### config.mk
export PLATFORM = sky130hd
export DESIGN_NAME = led_breather
export DESIGN_NICKNAME = d
export VERILOG_FILES = /design/src/rtl/led_breather_pkg.sv /design/src/rtl/breather_channel.sv /design/src/rtl/led_breather.sv
export SDC_FILE = /design/constraint.sdc
export NUM_CORES = 1
export LEC_CHECK = 0
export ABC_AREA = 0
export CAP_MARGIN = 10
export CORE_MARGIN = 5
export CORE_UTILIZATION = 40
export CTS_CLUSTER_DIAMETER = 50
export DETAILED_ROUTE_END_ITERATION = 10
export PLACE_DENSITY = 0.62
export SYNTH_ARGS = -nofsm -noshare
export SYNTH_HDL_FRONTEND = slang
export SYNTH_HIERARCHICAL = 1
export SYNTH_SLANG_ARGS = --single-unit
### constraint.sdc
create_clock -name i_clk -period 2.53 [get_ports i_clk]
set_input_delay 0.3795 -clock i_clk [delete_from_list [all_inputs] [get_ports i_clk]]
set_output_delay 0.3795 -clock i_clk [all_outputs]
set_load 0.03 [all_outputs]
### src/rtl/led_breather_pkg.sv
// ---------------------------------------------------------------------------
// led_breather_pkg
//   Shared encodings for the LED breather: channel mode values and the
//   triangle-ramp direction constants. Imported by led_breather and
//   breather_channel.
// ---------------------------------------------------------------------------
package led_breather_pkg;

  typedef enum logic [1:0] {
    MODE_OFF    = 2'b00,  // output forced low, level held
    MODE_STATIC = 2'b01,  // fixed brightness
    MODE_SAW    = 2'b10,  // level ramps up and wraps
    MODE_TRI    = 2'b11   // level ramps up then down, bouncing at the ends
  } mode_e;

  localparam logic DIR_UP   = 1'b0;
  localparam logic DIR_DOWN = 1'b1;

  // Channel-select width: at least one bit even for a single channel.
  function automatic int ch_width(input int nch);
    return (nch > 1) ? $clog2(nch) : 1;
  endfunction

endpackage

### src/rtl/breather_channel.sv
// ---------------------------------------------------------------------------
// breather_channel
//   One LED channel: mode/level/dir/duty registers, the ramp-step logic and
//   the PWM comparator.
//
//   i_clk, i_reset   clock, asynchronous active-high reset
//   i_step           ramp-step strobe shared by all channels
//   i_period_end     high in the last cycle of a PWM period (duty reload)
//   i_pwm_cnt        shared PWM counter
//   i_wr             write addressed to this channel (already decoded)
//   i_wr_mode        mode to load
//   i_wr_level       level to load
//   o_led            registered PWM output
// ---------------------------------------------------------------------------
module breather_channel
  import led_breather_pkg::*;
#(
  parameter int PW = 8
) (
  input  logic          i_clk,
  input  logic          i_reset,
  input  logic          i_step,
  input  logic          i_period_end,
  input  logic [PW-1:0] i_pwm_cnt,
  input  logic          i_wr,
  input  logic [1:0]    i_wr_mode,
  input  logic [PW-1:0] i_wr_level,
  output logic          o_led
);

  localparam logic [PW-1:0] LVL_MAX = '1;
  localparam logic [PW-1:0] LVL_ONE = PW'(1);

  mode_e         r_mode;
  logic [PW-1:0] r_level;
  logic          r_dir;
  logic [PW-1:0] r_duty;
  logic          r_led;

  logic [PW-1:0] w_level_nxt;
  logic          w_dir_nxt;

  // Ramp step. Only SAW and TRI move; OFF and STATIC hold their level.
  always_comb begin
    w_level_nxt = r_level;
    w_dir_nxt   = r_dir;
    if (i_step) begin
      case (r_mode)
        MODE_SAW: w_level_nxt = r_level + LVL_ONE;  // natural wrap at 2^PW
        MODE_TRI: begin
          if (r_dir == DIR_UP) begin
            if (r_level == LVL_MAX) begin
              // bounce off the top: the top value is shown for one step only
              w_level_nxt = LVL_MAX - LVL_ONE;
              w_dir_nxt   = DIR_DOWN;
            end else begin
              w_level_nxt = r_level + LVL_ONE;
            end
          end else begin
            if (r_level == '0) begin
              w_level_nxt = LVL_ONE;
              w_dir_nxt   = DIR_UP;
            end else begin
              w_level_nxt = r_level - LVL_ONE;
            end
          end
        end
        default: ;
      endcase
    end
  end

  always_ff @(posedge i_clk or posedge i_reset) begin
    if (i_reset) begin
      r_mode  <= MODE_OFF;
      r_level <= '0;
      r_dir   <= DIR_UP;
      r_duty  <= '0;
      r_led   <= 1'b0;
    end else begin
      // A write wins over a coincident step on this channel.
      if (i_wr) begin
        r_mode  <= mode_e'(i_wr_mode);
        r_level <= i_wr_level;
        r_dir   <= DIR_UP;
      end else begin
        r_level <= w_level_nxt;
        r_dir   <= w_dir_nxt;
      end
      // Duty is only reloaded at the period boundary so a level change can
      // never glitch the period already being emitted. It takes the level
      // as it stands before this edge's write/step.
      if (i_period_end)
        r_duty <= (r_mode == MODE_OFF) ? '0 : r_level;
      r_led <= (i_pwm_cnt < r_duty);
    end
  end

  assign o_led = r_led;

endmodule

### src/rtl/led_breather.sv
// ---------------------------------------------------------------------------
// led_breather
//   Multi-channel LED PWM driver with per-channel breathing ramps. A shared
//   PW-bit PWM counter defines the period; a PRE_BITS prescaler counts
//   periods and fires one ramp step every 2^PRE_BITS periods.
//
//   i_clk        clock
//   i_reset      asynchronous active-high reset
//   i_wr         write strobe (one write per asserted cycle)
//   i_wr_ch      target channel; indices >= NCH are ignored
//   i_wr_mode    00 OFF, 01 STATIC, 10 SAW, 11 TRI
//   i_wr_level   start / static level
//   o_led        registered PWM output, one bit per channel
//   o_frame      registered pulse marking the first cycle of each period
// ---------------------------------------------------------------------------
module led_breather
  import led_breather_pkg::*;
#(
  parameter  int NCH      = 4,
  parameter  int PW       = 8,
  parameter  int PRE_BITS = 12,
  localparam int CW       = ch_width(NCH)
) (
  input  logic          i_clk,
  input  logic          i_reset,
  input  logic          i_wr,
  input  logic [CW-1:0] i_wr_ch,
  input  logic [1:0]    i_wr_mode,
  input  logic [PW-1:0] i_wr_level,
  output logic [NCH-1:0] o_led,
  output logic          o_frame
);

  localparam logic [PW-1:0]       PWM_MAX = '1;
  localparam logic [PRE_BITS-1:0] PRE_MAX = '1;

  logic [PW-1:0]       r_pwm_cnt;
  logic [PRE_BITS-1:0] r_pre_cnt;
  logic                r_frame;

  logic w_period_end;
  logic w_step;

  assign w_period_end = (r_pwm_cnt == PWM_MAX);
  assign w_step       = w_period_end && (r_pre_cnt == PRE_MAX);

  always_ff @(posedge i_clk or posedge i_reset) begin
    if (i_reset) begin
      r_pwm_cnt <= '0;
      r_pre_cnt <= '0;
      r_frame   <= 1'b0;
    end else begin
      r_pwm_cnt <= r_pwm_cnt + PW'(1);
      if (w_period_end)
        r_pre_cnt <= r_pre_cnt + PRE_BITS'(1);
      // aligned with o_led: both reflect the same pwm_cnt one cycle later
      r_frame <= (r_pwm_cnt == '0);
    end
  end

  assign o_frame = r_frame;

  // One channel per index; out-of-range selects simply match no instance.
  for (genvar k = 0; k < NCH; k++) begin : g_ch
    localparam logic [CW-1:0] CH_IDX = CW'(k);
    logic w_wr_hit;
    assign w_wr_hit = i_wr && (i_wr_ch == CH_IDX);

    breather_channel #(
      .PW(PW)
    ) u_ch (
      .i_clk        (i_clk),
      .i_reset      (i_reset),
      .i_step       (w_step),
      .i_period_end (w_period_end),
      .i_pwm_cnt    (r_pwm_cnt),
      .i_wr         (w_wr_hit),
      .i_wr_mode    (i_wr_mode),
      .i_wr_level   (i_wr_level),
      .o_led        (o_led[k])
    );
  end

endmodule

==> impl_metrics.csv <==
group,metric,value,unit
clock_tree,cts_hold_buf,0,
drt,drt-wirelength-per-cell,16.6,um
power_and_ir_drop,ir_drop,336,uV
placed_design,gp_congestion,0.880,
drt,drc_errors,0,
drt,num_vias,5444,
placed_design,port_buffers,19,
power_and_ir_drop,power.total,4.16,mW
logic_synthesis,async_flop_share,100,%
floorplan,core_area,0.0166,mm^2
clock_tree,path_clk_slew,70,ps
power_and_ir_drop,power.share.clock,34.1,%
global_route,grt_pass1_wl,27600,um
logic_synthesis,syn_nets,814,
layout,area_growth_syn_to_layout,9.74,%
sta,slew-limit-headroom,49.0,%
floorplan,design.die.area,0.0197,mm^2
floorplan,io_pins,20,
clock_tree,post_cts_buffers,0,
logic_synthesis,ys_seq_area_share,37.1,%
logic_synthesis,yosysWarnings,6,
global_route,first_global_vias,5220,
sta,slew_viol_final,0,
layout,nets,818,
layout,drive_above_1_share,14.4,%
placed_design,dp_hpwl,11600,um
critical_path,start_kind,"flop",
sta,period_needed,2330,ps
global_route,grt_start_max_net_pins,65,
sta,report.final.hold_viol_count,0,
logic_synthesis,synth_flop_cell,"dfrtp_1",
flow_run,max-cap-violations,0,
clock_tree,ctsLongestPathBuffers,2,
clock_tree,cts_num_sinks,101,
layout,n_antenna_cell,0,
logic_synthesis,synth_edf_count,0,
power_and_ir_drop,pwr-share-seq,49.0,%
power_and_ir_drop,combPwrFrac,16.9,%
logic_synthesis,yosys_register_bits,101,
logic_synthesis,synth_area,0.00681,mm^2
critical_path,rr_worst_depth,9,
clock_tree,cts_tree,"done",
floorplan,num_rows,47,
global_route,grt_overflow,0,
sta,fin_crit_sh,92.1,%
logic_synthesis,postSynthCellCount,756,
critical_path,cp.arrival,2540,ps
clock_tree,cts_root_buffer,"clkbuf_16",
sta,setup_viol,0,
sta,fmax,0.429,GHz
clock_tree,clkLatencyLatePin,360,ps
floorplan,die_h,140,um
clock_tree,ctsResizeCount,0,
sta,worstMarginPinSlew,765,ps
min_path,hold_class,"reg2reg",
layout,layout_commonest_cell,"dfrtp_1",
logic_synthesis,ys_types,60,
global_route,track_usage,17.2,%
drt,drt_iter0_markers,401,
critical_path,crit_required,2740,ps
drt,viasPerCell,5.53,
power_and_ir_drop,p_sw,1.33,mW
power_and_ir_drop,switching_share,32.1,%
floorplan,initial_core_util,40.9,%
sta,rsz0062_at_grt,"no",
clock_tree,htreeDepth,3,
critical_path,critPathKind,"reg2reg",
power_and_ir_drop,intPower,2.82,mW
drt,routed_wl,16400,um
status,status,"completed",
floorplan,die_x,140,um
sta,setup_tns,0,ps
critical_path,cp_max_fo,10,
logic_synthesis,avgSynthCellArea,9.00,um^2
drt,dr.pass1.iters,5,
global_route,antenna_found_initial,0,
sta,finalClockSkew,15.1,ps
critical_path,end_kind,"flop",
drt,ant_nets,0,
power_and_ir_drop,powerDensity,557,mW/mm^2
power_and_ir_drop,p_leak,3.14,nW
clock_tree,numCtsBuffers,9,
layout,mostFrequentLayoutCells,"dfrtp_1, nand2_1, inv_1",
min_path,holdPathStages,1,
[metrics by stage]
step	hold slack, ps	instance area [um^2]	worst slack, ps	utilization, %	std cells
3_5_place_dp	464	7170	201	43.1	969
5_1_grt	496	7470	8.80	44.9	984
6_report	479	7470	199	44.9	984
4_1_cts	480	7470	181	44.9	984
2_1_floorplan	343	6810	156	-	756
3_3_place_gp	466	7170	272	43.1	969
[final timing paths]
check	from	endpoint	slack (ps)
setup / recovery	r_pwm_cnt[0]	g_ch[1].u_ch/r_level[0]	200
hold / removal	r_pre_cnt[11]	r_pre_cnt[11]	480
setup reg to reg	r_pwm_cnt[0]	g_ch[1].u_ch/r_level[0]	200
hold reg to reg	r_pre_cnt[11]	r_pre_cnt[11]	480
max in group asynchronous	i_reset	r_pre_cnt[11]	1740
min in group asynchronous	i_reset	g_ch[0].u_ch/r_mode[1]	540
[layer usage]
metal	share of wire [%]	up-vias	track usage (%)
met5	0	-	0
met4	1.8	0	5.20
met3	3.3	18	3.00
met2	46	104	26.8
met1	49	2619	24.4
li1	-	2703	-
[flip-flops by register name, summed over array words and instances (netlist names)]
register and cells:
r_pre_cnt 12, g_ch.u_ch/r_dir 4, r_pwm_cnt 8, g_ch.u_ch/o_led 4, o_frame 1, g_ch.u_ch/r_level 32
g_ch.u_ch/r_mode 8, g_ch.u_ch/r_duty 32
[cells in the mapped netlist, types with 4 or more instances]
| cell | n | area (um^2) |
|---|---|---|
| o21ai_0 | 36 | 180 |
| nand2b_1 | 13 | 81.3 |
| o21ai_1 | 10 | 50.1 |
| mux2_2 | 13 | 146 |
| nor2_1 | 55 | 206 |
| nand3_1 | 21 | 105 |
| inv_1 | 61 | 229 |
| nand4_1 | 14 | 87.6 |
| nor3_4 | 11 | 179 |
| and2_1 | 5 | 31.3 |
| mux2i_1 | 4 | 40.0 |
| clkbuf_1 | 20 | 75.1 |
| xnor2_1 | 17 | 149 |
| o21a_1 | 4 | 30.0 |
| a41oi_1 | 6 | 52.6 |
| o22ai_1 | 33 | 206 |
| a21boi_0 | 4 | 30.0 |
| buf_6 | 9 | 101 |
| dfrtp_1 | 101 | 2530 |
| xor2_1 | 12 | 105 |
| a2111oi_0 | 4 | 35.0 |
| nand3_2 | 5 | 50.1 |
| buf_2 | 8 | 40.0 |
| a31oi_1 | 14 | 87.6 |
| o211ai_1 | 5 | 37.5 |
| nand2_1 | 85 | 319 |
| buf_4 | 6 | 45.0 |
| and3_2 | 7 | 52.6 |
| ha_1 | 43 | 538 |
| and3_1 | 14 | 87.6 |
| a31o_2 | 4 | 35.0 |
| a21oi_1 | 52 | 260 |
[power by group through the flow]
stage                     Sequential [mW]  Combinational, mW  Clock, mW
after floorplan                      1.86              0.733          0
after global placement               2.06              0.691          0
after detailed placement             2.06              0.698          0
after CTS                            2.03              0.704       1.47
after global routing                 2.07              0.795       1.51
final                                2.04              0.703       1.42
[cells by family (layout without fill, tap and decap cells)]
group | Yosys count | after routing | synth area share (%)
buffers and inverters | 107 | 115 | 7.43
AO/OA/AOI/OAI | 193 | 193 | 17.8
flip-flops | 101 | 101 | 37.1
XOR/XNOR | 29 | 29 | 3.73
adder cells (fa/ha/maj) | 43 | 43 | 7.90
multiplexers | 17 | 17 | 2.74
AND/OR/NAND/NOR | 266 | 266 | 23.3
[cell type report]
class | count | area (um^2)
Tap cell | 220 | 275
Multi-Input combinational cell | 548 | 3790
Clock inverter | 6 | 71.3
Sequential cell | 101 | 2530
Inverter | 61 | 229
Timing Repair Buffer | 39 | 353
Fill cell | 1632 | 9170
Clock buffer | 9 | 225
[worst max-delay path: stages (launching register included)]
cell and delay [ps]:
dfrtp_1 360, ha_1 210, and3_1 210, nand4_2 200, nor4_2 290, buf_4 210
and2_1 350, o211ai_1 150, o211ai_1 110, o21ai_0 90
No activity file was read; power rests on OpenSTA's default activity.
